### src/rtl/fetch_pkg.sv
// Shared types for the fetch stage: state encodings and the NOP word used by benches.
// FETCH_HALT is present only when FETCH_MISALIGN_EN is defined.
package fetch_pkg;

`ifdef FETCH_MISALIGN_EN
    typedef enum logic [1:0] {
        FETCH_REQ  = 2'd0,
        FETCH_WAIT = 2'd1,
        FETCH_DROP = 2'd2,
        FETCH_HALT = 2'd3
    } fetch_state_e;
`else
    typedef enum logic [1:0] {
        FETCH_REQ  = 2'd0,
        FETCH_WAIT = 2'd1,
        FETCH_DROP = 2'd2
    } fetch_state_e;
`endif

    localparam logic [31:0] INSN_NOP = 32'h0000_0013;

    function automatic logic [31:0] pc_plus4(input logic [31:0] pc);
        return pc + 32'd4;
    endfunction

endpackage

### src/rtl/fetch_buf.sv
// One-entry valid/ready output register between fetch and decode.
// Optional fault bit is present only with FETCH_MISALIGN_EN.
module fetch_buf (
    input  logic        clk,
    input  logic        rst,
    input  logic        load_i,
    input  logic        flush_i,
    input  logic        ready_i,
    input  logic [31:0] insn_i,
    input  logic [31:0] pc_i,
`ifdef FETCH_MISALIGN_EN
    input  logic        fault_i,
    output logic        fault_o,
`endif
    output logic        valid_o,
    output logic [31:0] insn_o,
    output logic [31:0] pc_o
);

    logic        valid_q, valid_d;
    logic [31:0] insn_q, insn_d;
    logic [31:0] pc_q, pc_d;
`ifdef FETCH_MISALIGN_EN
    logic        fault_q, fault_d;
`endif

    // Load beats flush so a misaligned-redirect fault entry lands in the redirect cycle.
    always_comb begin
        valid_d = valid_q;
        insn_d  = insn_q;
        pc_d    = pc_q;
`ifdef FETCH_MISALIGN_EN
        fault_d = fault_q;
`endif
        if (load_i) begin
            valid_d = 1'b1;
            insn_d  = insn_i;
            pc_d    = pc_i;
`ifdef FETCH_MISALIGN_EN
            fault_d = fault_i;
`endif
        end else if (flush_i) begin
            valid_d = 1'b0;
        end else if (valid_q && ready_i) begin
            valid_d = 1'b0;
        end
    end

    always_ff @(posedge clk) begin
        if (rst) begin
            valid_q <= 1'b0;
            insn_q  <= '0;
            pc_q    <= '0;
`ifdef FETCH_MISALIGN_EN
            fault_q <= 1'b0;
`endif
        end else begin
            valid_q <= valid_d;
            insn_q  <= insn_d;
            pc_q    <= pc_d;
`ifdef FETCH_MISALIGN_EN
            fault_q <= fault_d;
`endif
        end
    end

    assign valid_o = valid_q;
    assign insn_o  = insn_q;
    assign pc_o    = pc_q;
`ifdef FETCH_MISALIGN_EN
    assign fault_o = fault_q;
`endif

endmodule

### src/rtl/fetch.sv
// RV32I fetch stage: PC, single-outstanding imem read FSM, redirect handling.
// FETCH_MISALIGN_EN adds the insn_fault port and the HALT state for misaligned targets.
module fetch
    import fetch_pkg::*;
#(
    parameter logic [31:0] RESET_PC = 32'h0000_0000
) (
    input  logic        clk,
    input  logic        rst,
    input  logic        redirect_valid,
    input  logic [31:0] redirect_pc,
    output logic        imem_req,
    output logic [31:0] imem_addr,
    input  logic        imem_gnt,
    input  logic        imem_rvalid,
    input  logic [31:0] imem_rdata,
    output logic        insn_valid,
    input  logic        insn_ready,
`ifdef FETCH_MISALIGN_EN
    output logic        insn_fault,
`endif
    output logic [31:0] insn,
    output logic [31:0] insn_pc
);

    fetch_state_e state_q, state_d;
    logic [31:0]  pc_q, pc_d;
    logic [31:0]  redirect_target;
    logic         buf_load, buf_flush;
    logic [31:0]  buf_insn, buf_pc;
`ifdef FETCH_MISALIGN_EN
    logic         buf_fault;
    assign redirect_target = redirect_pc;
`else
    assign redirect_target = redirect_pc & ~32'd3;
`endif

    assign imem_req  = (state_q == FETCH_REQ) && (!insn_valid || insn_ready);
    assign imem_addr = pc_q;

    always_comb begin
        state_d   = state_q;
        pc_d      = pc_q;
        buf_load  = 1'b0;
        buf_flush = 1'b0;
        buf_insn  = imem_rdata;
        buf_pc    = pc_q;
`ifdef FETCH_MISALIGN_EN
        buf_fault = 1'b0;
`endif
        if (redirect_valid) begin
            buf_flush = 1'b1;
            pc_d      = redirect_target;
            // A read still in flight must be swallowed in DROP before new requests go out.
            unique case (state_q)
                FETCH_WAIT: state_d = imem_rvalid ? FETCH_REQ : FETCH_DROP;
                FETCH_REQ:  state_d = (imem_req && imem_gnt) ? FETCH_DROP : FETCH_REQ;
                FETCH_DROP: state_d = FETCH_DROP;
                default:    state_d = FETCH_REQ;
            endcase
`ifdef FETCH_MISALIGN_EN
            if (redirect_pc[1:0] != 2'b00) begin
                state_d   = FETCH_HALT;
                buf_load  = 1'b1;
                buf_insn  = '0;
                buf_pc    = redirect_pc;
                buf_fault = 1'b1;
            end
`endif
        end else begin
            unique case (state_q)
                FETCH_REQ: begin
                    if (imem_req && imem_gnt) state_d = FETCH_WAIT;
                end
                FETCH_WAIT: begin
                    if (imem_rvalid) begin
                        buf_load = 1'b1;
                        pc_d     = pc_plus4(pc_q);
                        state_d  = FETCH_REQ;
                    end
                end
                FETCH_DROP: begin
                    if (imem_rvalid) state_d = FETCH_REQ;
                end
                default: state_d = state_q;
            endcase
        end
    end

    always_ff @(posedge clk) begin
        if (rst) begin
            state_q <= FETCH_REQ;
            pc_q    <= RESET_PC;
        end else begin
            state_q <= state_d;
            pc_q    <= pc_d;
        end
    end

    fetch_buf u_buf (
        .clk     (clk),
        .rst     (rst),
        .load_i  (buf_load),
        .flush_i (buf_flush),
        .ready_i (insn_ready),
        .insn_i  (buf_insn),
        .pc_i    (buf_pc),
`ifdef FETCH_MISALIGN_EN
        .fault_i (buf_fault),
        .fault_o (insn_fault),
`endif
        .valid_o (insn_valid),
        .insn_o  (insn),
        .pc_o    (insn_pc)
    );

endmodule

### config.mk
export PLATFORM = sky130hd
export DESIGN_NAME = fetch
export DESIGN_NICKNAME = d
export VERILOG_FILES = /design/src/rtl/fetch_pkg.sv /design/src/rtl/fetch_buf.sv /design/src/rtl/fetch.sv
export SDC_FILE = /design/constraint.sdc
export NUM_CORES = 1
export LEC_CHECK = 0
export ABC_AREA = 1
export ABC_CLOCK_PERIOD_IN_PS = 1700
export CORE_MARGIN = 1.5
export CORE_UTILIZATION = 35
export CTS_BUF_LIST = sky130_fd_sc_hd__clkbuf_8
export DETAILED_ROUTE_END_ITERATION = 10
export GPL_TIMING_DRIVEN = 0
export PLACE_DENSITY = 0.75
export SYNTH_ARGS = -nofsm -noshare
export SYNTH_HDL_FRONTEND = slang
export SYNTH_SLANG_ARGS = --single-unit
### constraint.sdc
create_clock -name clk -period 1.7 [get_ports clk]
set_input_delay 0.255 -clock clk [delete_from_list [all_inputs] [get_ports clk]]
set_output_delay 0.255 -clock clk [all_outputs]
set_load 0.01 [all_outputs]
==> results.md, run 1 <==
- Count of mapped cells out of synthesis: 639
- Number of synthesized flops with an enable pin: 0
- Remaining global-route overflow: 0
- Number of different library cells in the post-synthesis netlist: 42
- Register Area: 1937 sq um
- First drt pass iteration count: 4
- Fill cells: 1,229
- Post-route DRC violation count: 0
- Via count of the first global-routing pass: 4,543
- Clock tree root driver cell: sky130_fd_sc_hd__clkbuf_8
- Post-detailed-placement half-perimeter wirelength: 10,820 um
- Total detailed-routing wirelength: 14,840 um
- Clock net sink count: 95
- Via count of the routed design: 4,838
- PortBufs: 160
- Worst setup path end: imem_req
- Setup repair after global routing missed its margin: yes
- Synthesized area per cell: 6.984 sq um
- Top cell family by delay on the critical path: flip-flops
- Kind of start point of the critical path: flip-flop
- Worst-case headroom to the max-slew limit: 0.6352
- TritonCTS clock tree: yes
- Combined global-route utilization of all metal layers: 0.2249
- Path type of the worst setup path: flip-flop to output port
- Power per unit of standard cell area: 726.7 nW/um^2
- Routability congestion estimate from global placement: 0.8960
- Worst path depth: 4
- Area added between synthesis and finish: 49.73%
- First element of the critical path: state_q[0]
- Critical Path Fanout Max: 3
- Maximum number of pins on one net before global-route repair: 15
- Max-slew violations: 0
- Effective utilization at floorplan: 0.3566
- Largest buffer count on any clock path: 2
- Ant diodes: 0
- TritonCTS buffer count: 9
- Yosys Warn Count: 0
- Dpl cells: 974
- Worst R2R Start: imem_addr[3]
- Clock-pin slew on the worst setup and hold paths: 90 ps
- Clock latency on the worst-skew pair: 390 ps
- FMAX: 594.8 MHz
- Number of buffers and inverters on the critical path: 2
- Worst r2r dst: imem_addr[18]
- Peak VDD IR: 0.7271 mV
- DRC marker count from the first detailed-route iteration: 275
- Multi-input gate area in the final layout: 2190 sq um
- Fin crit period: 1681 ps
- Standard cell with the maximum stage delay on the critical path: sky130_fd_sc_hd__dfxtp_2
- Static leakage: 2.762 nW
- Core region area: 12,520 sq um
- Netlist Area Pre-Place: 4463 sq um
- Wire per inst: 14.90 um
- Final #Nets: 894
- R2R setup slack: 30 ps
- Async SR Flop Fraction: 0
- Die Span X: 115.9 um
- Non-Filler Instances: 996
- Antenna Nets Post-Route: 0
- Stage delay of the slowest cell on the critical path: 390 ps
- Flip-flop and latch count after synthesis: 95
- Die extent in y: 115.9 um
- Run status: completed
- Arrival time at the worst endpoint: 1430 ps
- Least-Margin Pin Slew: 547.2 ps
- Share of final-layout standard cells stronger than drive strength 1: 0.1153
- Sequential cell area fraction in the yosys report: 0.4261
- Final setup vio count: 0
- Overall die area: 13,440 sq um
- Number of top-level pins: 168
- Global-route wire length before repair: 23,130 um
- Total count of hold-check failures in the final report: 0
- Required time worst endpoint: 1440 ps
- Max Clock Skew: 11.26 ps
- Rows: 41
- Initial antenna violation count: 0
- Worst Hold Class: input pin to flip-flop
- Number of H-tree branching levels: 3
- Number of cell instances on the worst register-to-register path: 10
- Post-Route Utilization: 0.5339
- Main synth FF type: sky130_fd_sc_hd__dfxtp_1
- Cell breakdown of the critical path: inv_2 -> ha_1 -> a21boi_2 -> clkdlybuf4s15_2
- Maximum capacitance violations: 0
- Period utilization: 0.9889
- Mean number of vias per cell: 4.857
- Worst Setup End Kind: output port
[per-stage QoR]
step	hold slack [ps]	area, sq um	power (mW)	setup TNS [ps]	setup slack, ps
finish	385.7	6683	4.856	0	18.80
global route	422.4	6683	5.079	-184.1	-107.5
global placement	456.4	6291	3.175	-15590	-299.6
floorplan	389.9	4474	2.746	0	160.5
CTS	365.1	6548	4.880	0	0.1354
detailed placement	459.9	6291	3.182	-16280	-302.4
[layout make-up]
| class | instances | share of cell area |
|---|---|---|
| Buffer | 37 | 0.03295 |
| Clock buffer | 11 | 0.02265 |
| Clock inverter | 5 | 0.01086 |
| Inverter | 61 | 0.03426 |
| Multi-Input combinational cell | 449 | 0.3277 |
| Sequential cell | 95 | 0.2898 |
| Tap cell | 172 | 0.03220 |
| Timing Repair Buffer | 166 | 0.2496 |
[synthesized netlist by cell type, types with 3 or more instances]
| library cell | number | area (sq um) |
|---|---|---|
| sky130_fd_sc_hd__inv_1 | 56 | 210.2 |
| sky130_fd_sc_hd__o21ai_1 | 6 | 30.03 |
| sky130_fd_sc_hd__clkbuf_1 | 13 | 48.80 |
| sky130_fd_sc_hd__o21ai_0 | 66 | 330.3 |
| sky130_fd_sc_hd__inv_2 | 4 | 15.01 |
| sky130_fd_sc_hd__ha_1 | 5 | 62.56 |
| sky130_fd_sc_hd__nand4_1 | 7 | 43.79 |
| sky130_fd_sc_hd__dfxtp_1 | 95 | 1902 |
| sky130_fd_sc_hd__a31oi_1 | 9 | 56.30 |
| sky130_fd_sc_hd__buf_2 | 14 | 70.07 |
| sky130_fd_sc_hd__nor2_4 | 3 | 33.78 |
| sky130_fd_sc_hd__a21oi_1 | 27 | 135.1 |
| sky130_fd_sc_hd__nor2_1 | 132 | 495.5 |
| sky130_fd_sc_hd__nor3_1 | 11 | 55.05 |
| sky130_fd_sc_hd__a211oi_1 | 11 | 82.58 |
| sky130_fd_sc_hd__nor2_2 | 3 | 18.77 |
| sky130_fd_sc_hd__buf_4 | 6 | 45.04 |
| sky130_fd_sc_hd__nand3b_1 | 5 | 37.54 |
| sky130_fd_sc_hd__nand2_2 | 4 | 25.02 |
| sky130_fd_sc_hd__nand3_1 | 28 | 140.1 |
| sky130_fd_sc_hd__nand2_1 | 108 | 405.4 |
[placed cells by master, fill, tap and decap left out, types with 3 or more instances in the layout]
master                            count
sky130_fd_sc_hd__inv_1               56
sky130_fd_sc_hd__conb_1               4
sky130_fd_sc_hd__buf_2                9
sky130_fd_sc_hd__dfxtp_4              3
sky130_fd_sc_hd__nand2_4              4
sky130_fd_sc_hd__nand3b_1             5
sky130_fd_sc_hd__a31oi_1              9
sky130_fd_sc_hd__inv_2                6
sky130_fd_sc_hd__clkbuf_8            11
sky130_fd_sc_hd__o21ai_0             66
sky130_fd_sc_hd__nor3_1              11
sky130_fd_sc_hd__nor2_4               3
sky130_fd_sc_hd__nand4_1              7
sky130_fd_sc_hd__clkbuf_1            11
sky130_fd_sc_hd__nand2_1            106
sky130_fd_sc_hd__nor2_1             132
sky130_fd_sc_hd__nand3_1             27
sky130_fd_sc_hd__nand2_2              4
sky130_fd_sc_hd__clkdlybuf4s50_1    158
sky130_fd_sc_hd__a21oi_1             27
sky130_fd_sc_hd__a211oi_1            11
sky130_fd_sc_hd__nor2_2               3
sky130_fd_sc_hd__dfxtp_1             73
sky130_fd_sc_hd__o21ai_1              6
sky130_fd_sc_hd__dfxtp_2             19
sky130_fd_sc_hd__ha_1                 4
sky130_fd_sc_hd__buf_4               15
[report_power, final]
part | internal (mW) | total, mW | switching (mW)
clock network | 0.897 | 1.69 | 0.798
logic | 0.400 | 0.755 | 0.354
registers | 2.31 | 2.41 | 0.0926
[cell families (layout without fill, tap and decap cells)]
logic type,Yosys count,count (layout),synth area share
fa+ha+maj,5,5,0.01402
other cells,1,4,0.0008402
buf+inv,98,280,0.09503
compound gates,131,131,0.1640
flops,95,95,0.4261
xor+xnor,1,1,0.001963
simple gates,308,308,0.2980
[sequential cells by signal, indices dropped and copies added (netlist names)]
register / flops
imem_addr: 30
state_q: 2
u_buf.insn_o: 32
u_buf.pc_o: 30
u_buf.valid_o: 1
[worst min-delay path by stage]
stage                        start                to  slack [ps]  cells after the start
finish              redirect_valid     imem_addr[17]         390                      7
global route        redirect_pc[9]      imem_addr[9]         420                      3
CTS                 redirect_valid     imem_addr[17]         370                      7
detailed placement  u_buf.pc_o[27]    u_buf.pc_o[27]         460                      2
global placement    u_buf.pc_o[27]    u_buf.pc_o[27]         460                      2
floorplan           imem_rdata[11]  u_buf.insn_o[11]         390                      2
[worst reg2reg max path: cells and delay by family (launching register included)]
family | cells | cell delay, ps
AND/OR/NAND/NOR | 7 | 820
flip-flops | 1 | 390
adder cells (fa/ha/maj) | 1 | 190
AO/OA/AOI/OAI | 1 | 130
buffers and inverters | 1 | 50
[timing repair]
item	in CTS	in global routing
setup buffers	0	5
resized for setup	20	32
pin swaps	0	2
hold buffers	0	0
gates cloned	0	1
endpoints found under the setup margin	53	85
[metal layers]
layer	global-route usage	routed length (um)	vias up
met5	0	0	-
met4	0.07236	307	0
met3	0.09885	1725	28
met2	0.3612	6707	233
met1	0.2706	6097	2152
li1	-	-	2425
Note: power is estimated with default switching activity, not from simulation.
==> run 2, diff against run 1 <==
Settings changed: CORE_MARGIN 1.5 to 2, GPL_ROUTABILITY_DRIVEN from default to 1.
==> run 2 against run 1 <==
Sequential power is essentially flat. Global-route usage down 0.77 points. Worst hold slack got worse by 7.5 ps. Fmax is 0.88% higher. Die area increased by 1.7%. Largest cell class unchanged. Sequential share of layout area is 0.20 points higher. Register-to-register slack better by 60 ps. Setup slack better by 15 ps. Total power down 5.7%. Clock-buffer cell count unchanged. Clock power decreased by 17%. Critical path type unchanged.
==> results.md, run 2 (synthesis gave the netlist of run 1 again) <==
- Max-slew violations: 0
- Maximum capacitance violations: 0
- Area added between synthesis and finish: 48.53%
- Wire per inst: 14.84 um
- Path type of the worst setup path: flip-flop to output port
- PortBufs: 160
- FMAX: 600.0 MHz
- Flip-flop count of the largest register after layout: 32
- Standard cell with the maximum stage delay on the critical path: sky130_fd_sc_hd__clkdlybuf4s50_1
- Rows: 41
- Core region area: 12,520 sq um
- Die extent in y: 116.9 um
- TritonCTS buffer count: 9
- Post-route DRC violation count: 0
- Fin crit period: 1667 ps
- Combined global-route utilization of all metal layers: 0.2172
- Maximum number of pins on one net before global-route repair: 15
- Kind of start point of the critical path: flip-flop
- Overall die area: 13,670 sq um
- Power per unit of standard cell area: 690.8 nW/um^2
- Worst Hold Class: input pin to flip-flop
- Required time worst endpoint: 1440 ps
- Total detailed-routing wirelength: 14,750 um
- Met1 routing resource usage after global routing: 0.2705
- Least-Margin Pin Slew: 625.8 ps
- Setup repair after global routing missed its margin: yes
- First element of the critical path: imem_addr[16]
- Number of top-level pins: 168
- Most common cell after layout, fill and taps aside: sky130_fd_sc_hd__clkdlybuf4s50_1
- Worst Setup End Kind: output port
- Critical Path Fanout Max: 5
- Final design instance area without fill: 6629 sq um
- Post-detailed-placement half-perimeter wirelength: 10,940 um
- Remaining global-route overflow: 0
- Hold path startpoint: redirect_valid
- Max Clock Skew: 12.62 ps
- Top cell family by delay on the critical path: buffers and inverters
- Clock-pin slew on the worst setup and hold paths: 100 ps
- Run status: completed
- Hold-fix buffers at CTS: 0
- Largest buffer count on any clock path: 2
- Fill cells: 1,260
- Antenna Nets Post-Route: 0
- Setup TNS Final: 0 ps
- Arrival time at the worst endpoint: 1410 ps
- Global-route wire length before repair: 22,840 um
- Grt met2 use: 0.3526
- First drt pass iteration count: 4
- DRC marker count from the first detailed-route iteration: 301
- Peak VDD IR: 0.4609 mV
- Effective utilization at floorplan: 0.3566
- Cell breakdown of the critical path: clkdlybuf4s50_1
- Stage delay of the slowest cell on the critical path: 590 ps
- TritonCTS clock tree: yes
- Mean number of vias per cell: 4.856
- Routability congestion estimate from global placement: 0.9321
- Clock net sink count: 95
- Worst hold slack after final layout: 378.2 ps
- Highest-count cells in the layout ignoring fill and taps: sky130_fd_sc_hd__clkdlybuf4s50_1 (158), sky130_fd_sc_hd__nor2_1 (129), sky130_fd_sc_hd__nand2_1 (106)
- Total Power: 4.579 mW
- Clock latency on the worst-skew pair: 380 ps
- Number of buffers and inverters on the critical path: 1
- Worst R2R Start: state_q[1]
- Met3 Resource Use GR: 0.07415
- Number of H-tree branching levels: 3
- Gr busiest metal: met2
- Static leakage: 2.741 nW
- Area after DPL: 6291 sq um
- Initial antenna violation count: 0
- Worst-case headroom to the max-slew limit: 0.5828
- Clock tree root driver cell: sky130_fd_sc_hd__clkbuf_8
- Final setup vio count: 0
- Die Span X: 116.9 um
- Final #Nets: 892
- Via count of the routed design: 4,827
- Via count of the first global-routing pass: 4,478
- Multi-input gate area in the final layout: 2208 sq um
- Share of final-layout standard cells stronger than drive strength 1: 0.1144
- Ant diodes: 0
- Register Area: 1934 sq um
- Period utilization: 0.9804
- Total count of hold-check failures in the final report: 0
==> run 2: cell count changes in the layout (fill, tap and decap cells not counted), moves of 2 or more <==
cell | before | now
sky130_fd_sc_hd__dfxtp_2 | 19 | 14
sky130_fd_sc_hd__bufinv_16 | 2 | 0
sky130_fd_sc_hd__dfxtp_1 | 73 | 77
sky130_fd_sc_hd__nor2_1 | 132 | 129
sky130_fd_sc_hd__nor2_2 | 3 | 6
sky130_fd_sc_hd__clkbuf_1 | 11 | 8
==> run 2: per-layer routing <==
metal	wire, um	part of all wire
met1	6169	0.42
met2	6796	0.46
met3	1550	0.11
met4	234	0.016
met5	0	0
==> run 2: worst paths after layout <==
path                         end  slack [ps]  cells after the start
setup / recovery   imem_addr[16]          30                      1
hold / removal     imem_addr[17]         380                      7
setup reg to reg    imem_addr[5]          90                     10
hold reg to reg   u_buf.pc_o[27]         470                      2
==> run 2: final cells by class <==
cell class,count,area share
sequential,95,0.2918
clock inverter,5,0.003775
clock buffer,11,0.02284
multi-input combinational,449,0.3331
timing repair buffer,165,0.2478
buffer,36,0.03322
inverter,61,0.03492
tap,172,0.03247
==> run 2: tightest hold or removal path: stages <==
cell                      delay [ps]
sky130_fd_sc_hd__buf_4           140
sky130_fd_sc_hd__nand2_1          70
sky130_fd_sc_hd__o21ai_0          70
sky130_fd_sc_hd__inv_1            40
sky130_fd_sc_hd__nand2_1          50
sky130_fd_sc_hd__o21ai_0          60
sky130_fd_sc_hd__inv_1            40
==> run 2: repair_timing <==
action	4_1_cts	5_1_grt
setup endpoints to repair	52	90
resized for setup	17	42
setup buffers	0	5
pin swaps	0	4
==> run 2: where the power goes <==
part	switching, mW	internal, mW
combinational	0.359	0.408
sequential	0.0902	2.31
clock	0.812	0.598
total	1.26	3.32
==> run 2: stage by stage <==
stage               setup WS, ps  utilization  instances
finish                     33.39       0.5296        994
global route              -23.71       0.5296        994
CTS                      -0.1232       0.5188        990
detailed placement        -279.4       0.5026        974
global placement          -289.2       0.5026        974
floorplan                  160.5            -        642
